--- config.mk ---
export PLATFORM = sky130hd
export DESIGN_NAME = data_memory
export DESIGN_NICKNAME = d
export VERILOG_FILES = /design/src/rtl/data_memory.sv
export SDC_FILE = /design/constraint.sdc
export NUM_CORES = 2
export LEC_CHECK = 0
export CAP_MARGIN = 20
export CORE_ASPECT_RATIO = 0.7
export CORE_MARGIN = 4
export CORE_UTILIZATION = 45
export CTS_CLUSTER_SIZE = 30
export DETAILED_ROUTE_END_ITERATION = 8
export SYNTH_ARGS = -nofsm -noshare
export SYNTH_HDL_FRONTEND = slang
export SYNTH_SLANG_ARGS = --single-unit
--- constraint.sdc ---
create_clock -name clk -period 2.65 [get_ports clk]
set_input_delay 0.265 -clock clk [delete_from_list [all_inputs] [get_ports clk]]
set_output_delay 0.265 -clock clk [all_outputs]
set_load 0.02 [all_outputs]
--- src/rtl/data_memory.sv ---
// Word-organised data RAM with combinational read, edge-committed stores,
// sticky fault flag and a committed-store counter. Byte lanes: DATA_MEMORY_BYTE_ACCESS_EN.
module data_memory #(
  parameter int ADDR_WIDTH = 6
) (
  input  logic        clk,
  input  logic        reset,
  input  logic        mem_write,
  input  logic        byte_en,
  input  logic [31:0] addr,
  input  logic [31:0] write_data,
  input  logic        fault_clear,
  output logic [31:0] read_data,
  output logic        fault,
  output logic [15:0] store_count
);
  localparam int DEPTH = 1 << ADDR_WIDTH;

  logic [DEPTH-1:0][31:0]  mem_q;
  logic                    fault_q, fault_d;
  logic [15:0]             count_q, count_d;

  logic [ADDR_WIDTH-1:0]   idx;
  logic [1:0]              lane;
  logic                    byte_acc;
  logic                    oor, misaligned, store_fault, commit;
  logic [31:0]             word, wr_word;

  assign idx  = addr[ADDR_WIDTH+1:2];
  assign lane = addr[1:0];
  assign oor  = |addr[31:ADDR_WIDTH+2];
  assign word = mem_q[idx];

`ifdef DATA_MEMORY_BYTE_ACCESS_EN
  logic [3:0] lane_we;
  assign byte_acc = byte_en;

  // Byte stores replicate the low byte into the addressed lane only.
  always_comb begin
    lane_we = byte_acc ? (4'b0001 << lane) : 4'b1111;
    wr_word = word;
    for (int i = 0; i < 4; i++) begin
      if (lane_we[i]) wr_word[i*8 +: 8] = byte_acc ? write_data[7:0] : write_data[i*8 +: 8];
    end
  end

  always_comb begin
    read_data = 32'h0;
    if (!oor) read_data = byte_acc ? {24'h0, word[{lane, 3'b000} +: 8]} : word;
  end
`else
  logic unused_byte_en;
  assign unused_byte_en = byte_en;
  assign byte_acc       = 1'b0;
  assign wr_word        = write_data;

  always_comb begin
    read_data = 32'h0;
    if (!oor) read_data = word;
  end
`endif

  assign misaligned  = !byte_acc && (lane != 2'b00);
  assign store_fault = mem_write && (oor || misaligned);
  assign commit      = mem_write && !oor && !misaligned;

  // A new faulting store takes priority over a simultaneous clear.
  always_comb begin
    fault_d = fault_q;
    if (fault_clear) fault_d = 1'b0;
    if (store_fault) fault_d = 1'b1;
    count_d = count_q + {15'h0, commit};
  end

  always_ff @(posedge clk or negedge reset) begin
    if (!reset) begin
      mem_q   <= '0;
      fault_q <= 1'b0;
      count_q <= 16'h0;
    end else begin
      if (commit) mem_q[idx] <= wr_word;
      fault_q <= fault_d;
      count_q <= count_d;
    end
  end

  assign fault       = fault_q;
  assign store_count = count_q;
endmodule
==> flow_summary.ini <==
[status]
outcome = finished, violations left
failed_checks = setup timing

[synthesis]
yosysUniqueCellTypes = 63
synth_area_leaders = dfrtp_1, mux2_2, mux2i_1
synthArstFlopShare = 1.00
synth.most_common_cell = dfrtp_1
synth_edf_count = 0
synth_ff_type = dfrtp_1
syn_avg_cell_area_um2 = 13.7
ys_warn_count = 0
synthTopCellsByCount = dfrtp_1, mux2_2, mux2i_1
synth_top_area_cell = dfrtp_1
ys_seq_elements = 2065
syn_area_um2 = 97400
synth_top_area_frac = 0.531
syn_nets = 7181
synthCells = 7110
synth-seq-area-share = 0.531

[worst_setup_path]
end_kind = output port
cp-start-kind = flop
cp.arrival_ns = 3.09
reg2regPathDepth = 5
crit_type = reg -> out
path_max_fanout = 2
required_ns = 2.38

[clocking]
clk_pin_slew_ns = 0.06
htreeDepth = 4
cts_made_buffers = 210
cts_tree = done
cts_sinks = 2065
clockRootBuffer = clkbuf_16
clock_path_buffers = 4
clk_latency_ns = 0.84

[routing]
firstDrtPassIters = 7
wl_per_cell_um = 29.5
routed_wirelength_um = 311000
route.detailed.drc = 0
vias = 64100
vias_per_cell = 6.08
ant_nets = 0
drt_iter0_drc = 6013

[sta]
maxSlewHeadroom = 0.273
finalSetupViolCount = 32
finalSetupTns_ns = -14.99
maxSlewViolCount = 0
clock.fmax_ghz = 0.298
hold_viol_final = 0
holdWs_ns = 0.0223
period_needed_ns = 3.36
grt_setup_unrepaired = yes
fin_crit_sh = 1.27
setup_ws_ns = -0.709
skew_ns = 0.00400
worst_slew_pin_slew_ns = 1.09

[placement]
place_area_um2 = 108000
hpwlAfterDp_um = 205000
place_congestion = 0.856
io_buffer_count = 116
placed_cells = 10200

[min_path]
holdPathStages = 3
min_path_type = in -> reg

[layout]
diodes = 0
fill_cells = 17800
instances_no_fill = 10500
fin_nets = 7578
drive_gt1_frac = 0.451
final_cell_area_um2 = 116000
area_growth_syn_to_layout_pct = 19.2

[power]
vdd_drop_max_uv = 463
leakage_uw = 0.0555
powerDensity_nw_per_um2 = 567

[floorplanning]
dieArea_um2 = 224000
start_util = 0.454
pin_count = 118
num_rows = 142
placeableCoreArea_um2 = 215000
die_y_um = 397
die_w_um = 564

[global_route]
antenna_found_initial = 11
grt_pass1_wl_um = 461000
grt_max_degree = 103
track_usage = 0.275
grt.overflow.total = 0
grt_pass1_vias = 65800

[run]
maxCapViolCount = 0
what timing repair did:
action	4_1_cts	5_1_grt
endpoints found under the setup margin	32	32
cloned	2	1
setup buffers	11	1
pin swaps	125	45
hold endpoints to repair	875	0
hold buffers	11	0
gates resized for setup	278	51
layout by cell type, fill, tap and decap left out, types with 14 or more instances in the layout:
cell,n
a2111oi_4,16
a211oi_1,56
a21oi_1,170
a21oi_2,15
a221o_1,62
a221oi_1,62
a222oi_1,62
a31o_2,57
a41oi_2,18
a41oi_4,14
buf_12,252
buf_2,32
buf_4,560
buf_6,38
clkbuf_1,43
clkbuf_16,215
clkbuf_8,52
clkdlybuf4s50_1,47
clkinv_2,42
dfrtp_1,2065
mux2_1,206
mux2_2,1894
mux2i_1,500
mux4_2,69
nand2_1,140
nand2b_1,130
nand3_1,68
nand3b_1,125
nor3_4,64
o211ai_1,63
o21ai_0,77
o22a_1,120
o22ai_1,88
o31a_1,31
metrics by stage:
stage	setup slack (ns)	total power [uW]	util
floorplan	0.286	33700	-
global placement	-2.14	36100	0.502
detailed placement	-1.43	36200	0.502
CTS	-0.772	66400	0.539
global route	-0.820	68000	0.541
finish	-0.709	65800	0.541
worst paths after layout:
check / from / end / slack, ns
max in group asynchronous: reset / mem_q[410]$_DFFE_PN0P_ / 0.93
min: write_data[14] / mem_q[1390]$_DFFE_PN0P_ / 0.02
min in group asynchronous: reset / mem_q[1619]$_DFFE_PN0P_ / 0.58
max reg2reg: store_count[2]$_DFF_PN0_ / store_count[13]$_DFF_PN0_ / 1.21
min reg2reg: mem_q[1070]$_DFFE_PN0P_ / mem_q[1070]$_DFFE_PN0P_ / 0.48
max: mem_q[1851]$_DFFE_PN0P_ / read_data[27] / -0.71
critical path, cell delays in order, from the launching register on:
cell	delay, ns
dfrtp_1	0.38
mux2_2	0.27
a221o_1	0.39
a222oi_1	0.47
buf_4	0.20
o22a_1	0.18
a41oi_4	0.16
buf_12	0.19
layout make-up:
cell class / instances / area, um^2 / share of cell area
sequential: 2065 / 51700 / 0.445
multi-input combinational: 4273 / 43100 / 0.371
timing repair buffer: 954 / 10800 / 0.0927
clock buffer: 309 / 6230 / 0.0537
tap: 2880 / 3600 / 0.0311
clock inverter: 64 / 661 / 0.00569
inverter: 3 / 21.3 / 0.000183
registers in the layout, indices dropped and copies added (netlist names):
signal       flops
mem_q         2048
store_count     16
fault            1
routing by layer:
metal	wire length, um	global-route usage
met5	13	0
met4	8560	0.0724
met3	20500	0.0459
met2	135000	0.401
met1	147000	0.423
cells by family after synthesis:
group | count (synthesis) | synth area share
fa+ha+maj | 2 | 0.000257
simple gates | 585 | 0.0416
buf+inv | 772 | 0.0387
mux | 2687 | 0.312
flops | 2065 | 0.531
compound gates | 985 | 0.0752
xor+xnor | 14 | 0.00126
where the power goes:
group,internal (uW),switching [uW]
sequential,31500,0.504
combinational,1340,2880
clock,17300,12800
Power figures use the tool's default switching activity.
